===== config.mk =====
export PLATFORM = sky130hd
export DESIGN_NAME = exu_div_ctrl_flat
export DESIGN_NICKNAME = d
export VERILOG_FILES = /design/src/rtl/exu_div_ctrl_if.sv /design/src/rtl/exu_div_ctrl.sv /design/src/flat_wrapper.sv
export SDC_FILE = /design/constraint.sdc
export NUM_CORES = 1
export LEC_CHECK = 0
export BUFFER_PORTS_ARGS = -buffer_cell sky130_fd_sc_hd__buf_2
export CAP_MARGIN = 20
export CORE_AREA = 8 8 179 181
export DETAILED_ROUTE_END_ITERATION = 12
export DIE_AREA = 0 0 187 189
export GPL_TIMING_DRIVEN = 0
export HOLD_SLACK_MARGIN = 0.1
export PLACE_DENSITY_LB_ADDON = 0.25
export REMOVE_ABC_BUFFERS = 1
export SYNTH_ARGS = -nofsm -noshare
export SYNTH_HDL_FRONTEND = slang
export SYNTH_SLANG_ARGS = --single-unit

===== constraint.sdc =====
create_clock -name clock -period 4.95 [get_ports clock]
set_input_delay 0.2475 -clock clock [delete_from_list [all_inputs] [get_ports clock]]
set_output_delay 0.2475 -clock clock [all_outputs]
set_load 0.005 [all_outputs]

===== src/rtl/exu_div_ctrl_if.sv =====
// exu_div_ctrl_if: request, writeback and divider-side signals of the
// divider front end. The slave modport is the controller. The master
// modport is its environment, meaning the EXU issue/writeback logic and
// the iterative divider.
interface exu_div_ctrl_if #(
  parameter int XLEN = 64
);
  // EXU request
  logic            io_In_Valid;
  logic            io_In_Ready;
  logic [1:0]      io_In_Op;
  logic            io_In_Word;
  logic [XLEN-1:0] io_In_Src1;
  logic [XLEN-1:0] io_In_Src2;
  logic [4:0]      io_In_Rd;
  logic            io_Flush;
  // Writeback
  logic            io_Out_Valid;
  logic            io_Out_Ready;
  logic [XLEN-1:0] io_Out_Data;
  logic [4:0]      io_Out_Rd;
  // Iterative divider
  logic            io_Div_Valid;
  logic            io_Div_Flush;
  logic            io_Div_Divw;
  logic [1:0]      io_Div_Signed;
  logic [XLEN-1:0] io_Div_Divdend;
  logic [XLEN-1:0] io_Div_Divisor;
  logic            io_Div_Ready;
  logic            io_Div_OutValid;
  logic [XLEN-1:0] io_Div_Quotient;
  logic [XLEN-1:0] io_Div_Remainder;

  modport slave (
    input  io_In_Valid, io_In_Op, io_In_Word, io_In_Src1, io_In_Src2, io_In_Rd,
           io_Flush, io_Out_Ready, io_Div_Ready, io_Div_OutValid,
           io_Div_Quotient, io_Div_Remainder,
    output io_In_Ready, io_Out_Valid, io_Out_Data, io_Out_Rd, io_Div_Valid,
           io_Div_Flush, io_Div_Divw, io_Div_Signed, io_Div_Divdend, io_Div_Divisor
  );

  modport master (
    output io_In_Valid, io_In_Op, io_In_Word, io_In_Src1, io_In_Src2, io_In_Rd,
           io_Flush, io_Out_Ready, io_Div_Ready, io_Div_OutValid,
           io_Div_Quotient, io_Div_Remainder,
    input  io_In_Ready, io_Out_Valid, io_Out_Data, io_Out_Rd, io_Div_Valid,
           io_Div_Flush, io_Div_Divw, io_Div_Signed, io_Div_Divdend, io_Div_Divisor
  );
endinterface


===== src/rtl/exu_div_ctrl.sv =====
// exu_div_ctrl: execute-stage front end for the iterative 64-bit divider.
// It resolves divide-by-zero and signed overflow locally. Every other
// request goes to the divider, and the selected result is returned with W
// forms sign-extended.
// Optional feature: define EXU_DIV_REUSE_EN to keep the last divider result
// (quotient and remainder). A request with identical operands then
// completes without a divider pass.
module exu_div_ctrl #(
  parameter int XLEN = 64
) (
  input logic           clock,
  input logic           reset,
  exu_div_ctrl_if.slave io
);

  typedef enum logic [2:0] {
    S_IDLE,
    S_REQ,
    S_WAIT,
    S_DRAIN,
    S_DONE
  } state_e;

  localparam logic [XLEN-1:0] MIN_D = {1'b1, {(XLEN-1){1'b0}}};
  localparam logic [XLEN-1:0] MIN_W = {{(XLEN-31){1'b1}}, 31'b0};

  // W operands use the low word only; sign- or zero-extended by op signedness.
  function automatic logic [XLEN-1:0] extend(input logic [XLEN-1:0] v,
                                             input logic word, input logic sgn);
    if (!word) return v;
    return {{(XLEN-32){sgn & v[31]}}, v[31:0]};
  endfunction

  state_e          state_q;
  logic            in_ready_q, out_valid_q;
  logic [XLEN-1:0] src1_q, src2_q, result_q;
  logic [4:0]      rd_q;
  logic            word_q, signed_q, rem_q;

  logic            in_signed, is_zero, is_ovf, special;
  logic [XLEN-1:0] a_ext, b_ext, special_res, div_res;
  logic            div_active;
  logic            reuse_hit;
  logic [XLEN-1:0] reuse_res;

  assign in_signed = ~io.io_In_Op[0];
  assign a_ext     = extend(io.io_In_Src1, io.io_In_Word, in_signed);
  assign b_ext     = extend(io.io_In_Src2, io.io_In_Word, in_signed);
  assign is_zero   = (b_ext == '0);
  assign is_ovf    = in_signed && (b_ext == '1) && (a_ext == (io.io_In_Word ? MIN_W : MIN_D));
  assign special   = is_zero | is_ovf;
  // x/0: quotient all ones, remainder = dividend. MIN/-1: quotient = dividend, remainder 0.
  assign special_res = is_zero ? (io.io_In_Op[1] ? a_ext : '1)
                               : (io.io_In_Op[1] ? '0 : a_ext);
  assign div_res   = extend(rem_q ? io.io_Div_Remainder : io.io_Div_Quotient, word_q, 1'b1);

  // Operands and mode reach the divider only while it works for us.
  assign div_active        = (state_q == S_REQ) || (state_q == S_WAIT);
  assign io.io_Div_Valid   = (state_q == S_REQ) && io.io_Div_Ready && !io.io_Flush;
  assign io.io_Div_Flush   = ((state_q == S_WAIT) && io.io_Flush) ||
                             ((state_q == S_DRAIN) && !io.io_Div_Ready);
  assign io.io_Div_Divw    = div_active & word_q;
  assign io.io_Div_Signed  = {2{div_active & signed_q}};
  assign io.io_Div_Divdend = div_active ? src1_q : '0;
  assign io.io_Div_Divisor = div_active ? src2_q : '0;

  assign io.io_In_Ready  = in_ready_q;
  assign io.io_Out_Valid = out_valid_q;
  assign io.io_Out_Data  = result_q;
  assign io.io_Out_Rd    = rd_q;

`ifdef EXU_DIV_REUSE_EN
  logic            c_valid_q, c_word_q, c_signed_q;
  logic [XLEN-1:0] c_a_q, c_b_q, c_quo_q, c_rem_q;

  assign reuse_hit = c_valid_q && (c_a_q == a_ext) && (c_b_q == b_ext) &&
                     (c_word_q == io.io_In_Word) && (c_signed_q == in_signed);
  assign reuse_res = io.io_In_Op[1] ? c_rem_q : c_quo_q;

  // Remember the last completed divider result; any flush forgets it.
  always_ff @(posedge clock) begin
    // NOTE: only the valid flag needs reset; the payload is never read while invalid.
    if (reset || io.io_Flush) begin
      c_valid_q <= 1'b0;
    end else if (state_q == S_WAIT && io.io_Div_OutValid) begin
      c_valid_q  <= 1'b1;
      c_a_q      <= src1_q;
      c_b_q      <= src2_q;
      c_word_q   <= word_q;
      c_signed_q <= signed_q;
      c_quo_q    <= extend(io.io_Div_Quotient, word_q, 1'b1);
      c_rem_q    <= extend(io.io_Div_Remainder, word_q, 1'b1);
    end
  end
`else
  assign reuse_hit = 1'b0;
  assign reuse_res = '0;
`endif

  // Control FSM with registered handshake outputs and result.
  always_ff @(posedge clock) begin
    // NOTE: state uses non-blocking assignments so every register sees pre-edge values.
    if (reset) begin
      state_q     <= S_IDLE;
      in_ready_q  <= 1'b1;
      out_valid_q <= 1'b0;
      result_q    <= '0;
      rd_q        <= '0;
      src1_q      <= '0;
      src2_q      <= '0;
      word_q      <= 1'b0;
      signed_q    <= 1'b0;
      rem_q       <= 1'b0;
    end else begin
      case (state_q)
        S_IDLE: begin
          if (io.io_In_Valid && !io.io_Flush) begin
            rd_q       <= io.io_In_Rd;
            rem_q      <= io.io_In_Op[1];
            word_q     <= io.io_In_Word;
            signed_q   <= in_signed;
            src1_q     <= a_ext;
            src2_q     <= b_ext;
            in_ready_q <= 1'b0;
            if (special || reuse_hit) begin
              result_q    <= special ? extend(special_res, io.io_In_Word, 1'b1) : reuse_res;
              out_valid_q <= 1'b1;
              state_q     <= S_DONE;
            end else begin
              state_q <= S_REQ;
            end
          end
        end
        S_REQ: begin
          if (io.io_Flush) begin
            state_q    <= S_IDLE;
            in_ready_q <= 1'b1;
          end else if (io.io_Div_Ready) begin
            state_q <= S_WAIT;
          end
        end
        S_WAIT: begin
          if (io.io_Flush) begin
            state_q <= S_DRAIN;
          end else if (io.io_Div_OutValid) begin
            result_q    <= div_res;
            out_valid_q <= 1'b1;
            state_q     <= S_DONE;
          end
        end
        S_DRAIN: begin
          if (io.io_Div_Ready) begin
            state_q    <= S_IDLE;
            in_ready_q <= 1'b1;
          end
        end
        S_DONE: begin
          if (io.io_Flush || io.io_Out_Ready) begin
            state_q     <= S_IDLE;
            out_valid_q <= 1'b0;
            in_ready_q  <= 1'b1;
          end
        end
        default: begin
          state_q     <= S_IDLE;
          out_valid_q <= 1'b0;
          in_ready_q  <= 1'b1;
        end
      endcase
    end
  end

endmodule


===== src/flat_wrapper.sv =====
// flat-port wrapper written by rule: the top's interface ports become plain ports
module exu_div_ctrl_flat 
#(
  parameter int XLEN = 64
)
  (clock, reset, io_io_In_Valid, io_io_In_Op, io_io_In_Word, io_io_In_Src1, io_io_In_Src2, io_io_In_Rd, io_io_Flush, io_io_Out_Ready, io_io_Div_Ready, io_io_Div_OutValid, io_io_Div_Quotient, io_io_Div_Remainder, io_io_In_Ready, io_io_Out_Valid, io_io_Out_Data, io_io_Out_Rd, io_io_Div_Valid, io_io_Div_Flush, io_io_Div_Divw, io_io_Div_Signed, io_io_Div_Divdend, io_io_Div_Divisor);
  exu_div_ctrl_if #(.XLEN(XLEN)) io_i ();
  input logic clock;
  input logic reset;
  input wire logic [$bits(io_i.io_In_Valid)-1:0] io_io_In_Valid;
  input wire logic [$bits(io_i.io_In_Op)-1:0] io_io_In_Op;
  input wire logic [$bits(io_i.io_In_Word)-1:0] io_io_In_Word;
  input wire logic [$bits(io_i.io_In_Src1)-1:0] io_io_In_Src1;
  input wire logic [$bits(io_i.io_In_Src2)-1:0] io_io_In_Src2;
  input wire logic [$bits(io_i.io_In_Rd)-1:0] io_io_In_Rd;
  input wire logic [$bits(io_i.io_Flush)-1:0] io_io_Flush;
  input wire logic [$bits(io_i.io_Out_Ready)-1:0] io_io_Out_Ready;
  input wire logic [$bits(io_i.io_Div_Ready)-1:0] io_io_Div_Ready;
  input wire logic [$bits(io_i.io_Div_OutValid)-1:0] io_io_Div_OutValid;
  input wire logic [$bits(io_i.io_Div_Quotient)-1:0] io_io_Div_Quotient;
  input wire logic [$bits(io_i.io_Div_Remainder)-1:0] io_io_Div_Remainder;
  output wire logic [$bits(io_i.io_In_Ready)-1:0] io_io_In_Ready;
  output wire logic [$bits(io_i.io_Out_Valid)-1:0] io_io_Out_Valid;
  output wire logic [$bits(io_i.io_Out_Data)-1:0] io_io_Out_Data;
  output wire logic [$bits(io_i.io_Out_Rd)-1:0] io_io_Out_Rd;
  output wire logic [$bits(io_i.io_Div_Valid)-1:0] io_io_Div_Valid;
  output wire logic [$bits(io_i.io_Div_Flush)-1:0] io_io_Div_Flush;
  output wire logic [$bits(io_i.io_Div_Divw)-1:0] io_io_Div_Divw;
  output wire logic [$bits(io_i.io_Div_Signed)-1:0] io_io_Div_Signed;
  output wire logic [$bits(io_i.io_Div_Divdend)-1:0] io_io_Div_Divdend;
  output wire logic [$bits(io_i.io_Div_Divisor)-1:0] io_io_Div_Divisor;
  assign io_i.io_In_Valid = io_io_In_Valid;
  assign io_i.io_In_Op = io_io_In_Op;
  assign io_i.io_In_Word = io_io_In_Word;
  assign io_i.io_In_Src1 = io_io_In_Src1;
  assign io_i.io_In_Src2 = io_io_In_Src2;
  assign io_i.io_In_Rd = io_io_In_Rd;
  assign io_i.io_Flush = io_io_Flush;
  assign io_i.io_Out_Ready = io_io_Out_Ready;
  assign io_i.io_Div_Ready = io_io_Div_Ready;
  assign io_i.io_Div_OutValid = io_io_Div_OutValid;
  assign io_i.io_Div_Quotient = io_io_Div_Quotient;
  assign io_i.io_Div_Remainder = io_io_Div_Remainder;
  assign io_io_In_Ready = io_i.io_In_Ready;
  assign io_io_Out_Valid = io_i.io_Out_Valid;
  assign io_io_Out_Data = io_i.io_Out_Data;
  assign io_io_Out_Rd = io_i.io_Out_Rd;
  assign io_io_Div_Valid = io_i.io_Div_Valid;
  assign io_io_Div_Flush = io_i.io_Div_Flush;
  assign io_io_Div_Divw = io_i.io_Div_Divw;
  assign io_io_Div_Signed = io_i.io_Div_Signed;
  assign io_io_Div_Divdend = io_i.io_Div_Divdend;
  assign io_io_Div_Divisor = io_i.io_Div_Divisor;
  exu_div_ctrl #(.XLEN(XLEN)) u_core (.clock(clock), .reset(reset), .io(io_i));
endmodule

Word level (Yosys, flattened, before mapping)
Index checks and enable logic that the tools add are counted.
{"block": "totals", "ff_bits": 205, "input_bits": 271, "out_inout_bits": 204, "wordCells": 96}
{"block": "op_classes", "n_eq_ne": 15, "muxes": 42, "n_bitwise": 8, "n_reduce_logical": 21}
{"cell": "two-way mux 64 bit", "count": 15}
{"cell": "one-hot mux 64 bit (2 select lines)", "count": 1}
{"cell": "== test 64 bit", "count": 1}
{"cell": "== test 64 bit (second input constant)", "count": 1}
{"cell": "zero test 64 bit", "count": 1}
{"cell": "two-way mux 63 bit", "count": 1}
{"cell": "two-way mux 3 bit", "count": 8}
{"cell": "one-hot mux 3 bit (5 select lines)", "count": 1}
{"cell": "AND reduction 5 bit", "count": 3}
{"cell": "two-way mux 1 bit", "count": 14}
{"cell": "!= test 2 bit (second input constant)", "count": 4}
{"cell": "logical AND 1 bit", "count": 7}
{"cell": "== test 3 x 2 -> 1 bit (second input constant)", "count": 2}
{"cell": "!= test 2 x 1 -> 1 bit (second input constant)", "count": 3}
{"cell": "!= test 3 bit (second input constant)", "count": 2}
{"cell": "AND reduction 6 bit", "count": 1}
{"cell": "one-hot mux 1 bit (5 select lines)", "count": 1}
{"cell": "AND 1 bit", "count": 4}
{"cell": "one-hot mux 1 bit (4 select lines)", "count": 1}
{"cell": "== test 3 x 1 -> 1 bit (second input constant)", "count": 1}
{"cell": "== test 3 bit (second input constant)", "count": 1}
{"cell": "zero test 3 bit", "count": 1}
{"cell": "logical OR 1 bit", "count": 3}
{"cell": "NOT 1 bit", "count": 3}
{"cell": "other kinds (5)", "count": 6}

Longest topological paths before layout
{"block": "logic_depth", "depth_word": 15, "mapped_depth": 12, "ltp_nobuf": 7}

Worst setup path after synthesis
Ideal clock, no wire load.
{"block": "synth_path", "path_type": "input-to-reg", "start": "in io_io_In_Word", "end": "reg u_core.result_q[13] (netlist: u_core.io.io_Out_Data[13])", "setup_ns": 0.142, "t_arrival_ns": 1.965, "t_required_ns": 4.808, "path_slack_ns": 2.843, "path_stages": 10, "path_buffers": 4, "cell_sequence": "buf_4 > nand2b_1 > nor4_1 > nand2_1 > a2111oi_2 > a311o_1 > buf_6 > buf_6 > buf_2 > a311oi_1"}
{"block": "synth_via", "elab_chain_cells": 9, "elab_cells_between_ends": 22, "cone_classes": "3 x eq/ne; 14 x mux; 1 x bitwise; 4 x reduce/logical"}
{"element": "from (decl)", "line": "flat_wrapper.sv:12", "text": "input wire logic [$bits(io_i.io_In_Word)-1:0] io_io_In_Word;"}
{"element": "parallel branches: the longest is 9 deep, another holds two-way mux 64 bit"}
{"element": "to (signal assigned)", "line": "exu_div_ctrl.sv:126", "text": "result_q <= special ? extend(special_res, io.io_In_Word, 1'b1) : reuse_res;"}
{"element": "to (signal assigned)", "line": "exu_div_ctrl.sv:146", "text": "result_q <= div_res;"}
{"element": "to (decl)", "line": "exu_div_ctrl.sv:36", "text": "logic [XLEN-1:0] src1_q, src2_q, result_q;"}
Parallel ways; which one is timed is not known. The select of a mux whose other input is x is not followed.
A chain may end at the register's enable or synchronous reset.

Worst setup path after layout
{"block": "layout_path", "start": "in io_io_In_Src2[27]", "end": "reg u_core.result_q[37] (netlist: u_core.io.io_Out_Data[37])"}
{"block": "layout_via", "elab_chain_cells": 8, "elab_cells_between_ends": 14, "cone_classes": "2 x eq/ne; 7 x mux; 1 x bitwise; 4 x reduce/logical"}
{"element": "from (decl)", "line": "flat_wrapper.sv:14", "text": "input wire logic [$bits(io_i.io_In_Src2)-1:0] io_io_In_Src2;"}
{"element": "two-way mux 64 bit *", "line": "exu_div_ctrl.sv:31", "text": "return {{(XLEN-32){sgn & v[31]}}, v[31:0]};"}
{"element": "zero test 64 bit", "line": "exu_div_ctrl.sv:49", "text": "assign is_zero = (b_ext == '0);"}
{"element": "two-way mux 64 bit", "line": "exu_div_ctrl.sv:53", "text": "assign special_res = is_zero ? (io.io_In_Op[1] ? a_ext : '1)"}
{"element": "two-way mux 64 bit", "line": "exu_div_ctrl.sv:30", "text": "if (!word) return v;"}
{"element": "two-way mux 64 bit", "line": "exu_div_ctrl.sv:31"}
{"element": "two-way mux 64 bit", "line": "exu_div_ctrl.sv:125", "text": "if (special || reuse_hit) begin"}
{"element": "two-way mux 64 bit", "line": "exu_div_ctrl.sv:117", "text": "if (io.io_In_Valid && !io.io_Flush) begin"}
{"element": "one-hot mux 64 bit (2 select lines)", "line": "exu_div_ctrl.sv:115", "text": "case (state_q)"}
Every way passes the cells marked *; elsewhere a longest branch is shown, timed or not. The select of a mux whose other input is x is not followed.

==> results by group <==
STA
  – Slew HR: 0.368
  – Worst Setup Slack, final: around 0.94 ns
  – Final Max Slew Viols: 0
  – Final setup violating endpoints: 0
  – Period utilization: 0.811
  – Hold_ws: 0.164 ns
  – Fmax: ~250 MHz
  – Clock skew: 0.00817 ns
  – Final hold vios: 0
  – Min Tclk post-route: 4.01 ns
  – Unrepaired setup endpoints after global routing: false
  – Worst-Margin Slew: 0.945 ns

Floorplanning
  – Die Width: between 150 and 200 um
  – Die area: 35300 um2
  – # IOs: 475
  – Die Height: 189 um
  – Core ar.: 29200 um2
  – Initial core utilization: 0.365
  – # rows: 63

Cells and area
  – Post-route cell area: approximately 16000 um2
  – Fin util: 0.532
  – Layout Cells excl Fill: roughly 2300
  – Nets: 2129
  – Area grow syn2layout: 45.9%
  – Antenna diodes: 0
  – Layout cells sized above 1: 0.300

Synthesis
  – Top_reg_cell synth: dfxtp_1
  – Synth cell types: 49
  – Flops & latches, synth: slightly above 200
  – Avg Inst Size Synth: 8.02 um2
  – Area leader, netlist: dfxtp_1
  – Synth top area cells: dfxtp_1 (38%), a21oi_1 (8.1%), and2_1 (7.6%)
  – Count leader, synth: dfxtp_1
  – Post-Syn Area: approximately 11000 um2
  – Ys async rst share: 0
  – EDFF count, synth: 0
  – Synthesized instance count: 1330
  – Post-synth top cells: dfxtp_1 (205), nand2_1 (185), a21oi_1 (173)
  – Yosys top cell area share: 0.385
  – Register area share after synthesis: 0.385
  – Warnings, synthesis: 0

Clock tree
  – H-tree depth: 1
  – Clk_lat worst skew: about 0.53 ns
  – Clock transition at the registers of the reported paths: around 0.060 ns
  – Clock buffer depth: 3
  – Root buffer cell: clkbuf_16
  – CTS Buf Count: 25
  – Setup Buffers After CTS: 0
  – Clk sinks: about 200
  – CTS tree: built

Power
  – Seq pwr share: 0.335
  – Clk pwr share: 0.278
  – Leak: 6.51 nW
  – Switching share of power: 0.378
  – Comb pwr share: 0.387
  – Cell Pwr Density: 395 nW/um2
  – Internal cell power: 0.00383 W
  – Switching pwr: 0.00233 W
  – Peak VDD IR: 236 uV

Drt
  – Vias per cell: 5.32
  – Initial DRT Pass Iterations: 5
  – Drt total wl: between 40 and 50 mm
  – DRT iter0 DRCs: 929
  – DRC viols: 0
  – Antenna Violating Nets Remaining: 0
  – Vias post-DR: between 10000 and 15000
  – Wire per inst: around 20 um

Global route
  – GR Layer Usage met2: 0.418
  – Largest net degree at the start of global routing: 103
  – Met1 GRT Util: 0.294
  – Initial antenna violation count: 0
  – Busiest grt layer: met2
  – GRT Total Usage: 0.241
  – Number of global-route vias before repair: 12361
  – GRT overflow: 0
  – GR Layer Usage met3: 0.0467
  – First-pass GRT wire length: 70.1 mm

Placed design
  – GP Congestion: 0.864
  – Place WS: 0.913 ns
  – DP Area: between 10000 and 15000 um2
  – Input/output buffers: 474
  – Detailed Place HPWL: 32.0 mm
  – Placed cell count: about 2100

Setup path
  – Crit. End Element: flop
  – CP arrival: 4.46 ns
  – CP Data Required Time: 5.39 ns
  – CP Max Fanout: 33
  – Crit start category: input port
  – Critical setup path kind: input port to flop

Hold path
  – Class of the worst hold path: input port to flop

Flow run
  – Max-Cap Viols: 0

Status
  – Status: finished, final reports clean
path summary, 6_finish.rpt:
kind | startpoint | end | slack (ns) | cells after the start
setup / recovery | io_io_In_Src2[27] | u_core.io.io_Out_Data[37] | 0.94 | 9
setup reg to reg | u_core.state_q[1] | u_core.io.io_Out_Data[7] | 2.10 | 9
hold / removal | io_io_Div_Quotient[55] | u_core.io.io_Out_Data[55] | 0.16 | 5
hold reg to reg | u_core.src1_q[24] | u_core.src1_q[24] | 0.45 | 2
registers in the layout (all words and copies together) (netlist names), 3 cells and up:
name and flops:
u_core.io.io_Out_Data 64, u_core.state_q 3, u_core.src2_q 64, u_core.io.io_Out_Rd 5, u_core.src1_q 64
cells in the final DEF, fill, tap and decap left out, types with 4 or more instances in the layout:
cell,instances
a211oi_1,35
a21oi_1,172
a311oi_1,50
a311oi_2,16
and2_1,130
buf_12,6
buf_16,7
buf_2,473
buf_6,4
buf_8,5
clkbuf_1,9
clkbuf_16,26
dfxtp_1,204
dlygate4sd3_1,138
inv_1,6
maj3_1,32
mux2i_1,64
nand2_1,184
nand2b_1,5
nand3_1,4
nand4_1,15
nor2_1,104
nor3_1,5
nor4_1,29
nor4b_1,5
o21ai_0,67
o2bb2ai_1,32
routing by layer:
metal,part of all wire,vias up
li1,-,5797
met1,0.41,5644
met2,0.49,502
met3,0.067,91
met4,0.031,0
met5,0,-
cell families after synthesis:
| group | share of synthesized area |
|---|---|
| AOI/OAI and AO/OA | 0.240 |
| xor gates and xnor gates | 0.000821 |
| adders and majority gates | 0.0300 |
| buffers and inverters | 0.0575 |
| DFF | 0.385 |
| muxes | 0.0611 |
| and+or+nand+nor | 0.226 |
worst max-delay path, stage by stage:
cell and delay (ns):
dlygate4sd3_1 0.53, buf_2 0.14, nor4_1 0.41, nand2_1 0.12, nor4_2 0.54, and3_2 0.89
a311o_2 0.76, nand3_4 0.52, o2bb2ai_1 0.29
through the flow:
stage	setup TNS [ns]	power, W
final	0	0.00615
after global routing	0	0.00654
after CTS	0	0.00619
after detailed placement	0	0.00437
after global placement	-652.09	0.00404
after floorplan	-16.69	0.00331
what timing repair did:
| item | 4_1_cts | 5_1_grt |
|---|---|---|
| hold buffers | 138 | 0 |
| gates resized for setup | 0 | 0 |
| hold endpoints to repair | 160 | 0 |
power by group through the flow:
stage	clock network, W	registers [W]	logic (W)
2_1_floorplan	0	0.00207	0.00124
3_3_place_gp	0	0.00210	0.00194
3_5_place_dp	0	0.00209	0.00228
4_1_cts	0.00175	0.00206	0.00238
5_1_grt	0.00182	0.00210	0.00262
6_report	0.00171	0.00206	0.00238
layout make-up:
class                   count  area, um2
well taps                 390        488
repair buffers            635       4200
inverters                   7       26.3
clock buffers              38        726
clock inverters             3       18.8
multi-input cells         984       6000
fillers                  2745      13700
flip-flops and latches    205       4110
Note: power is estimated with default switching activity, not from simulation.
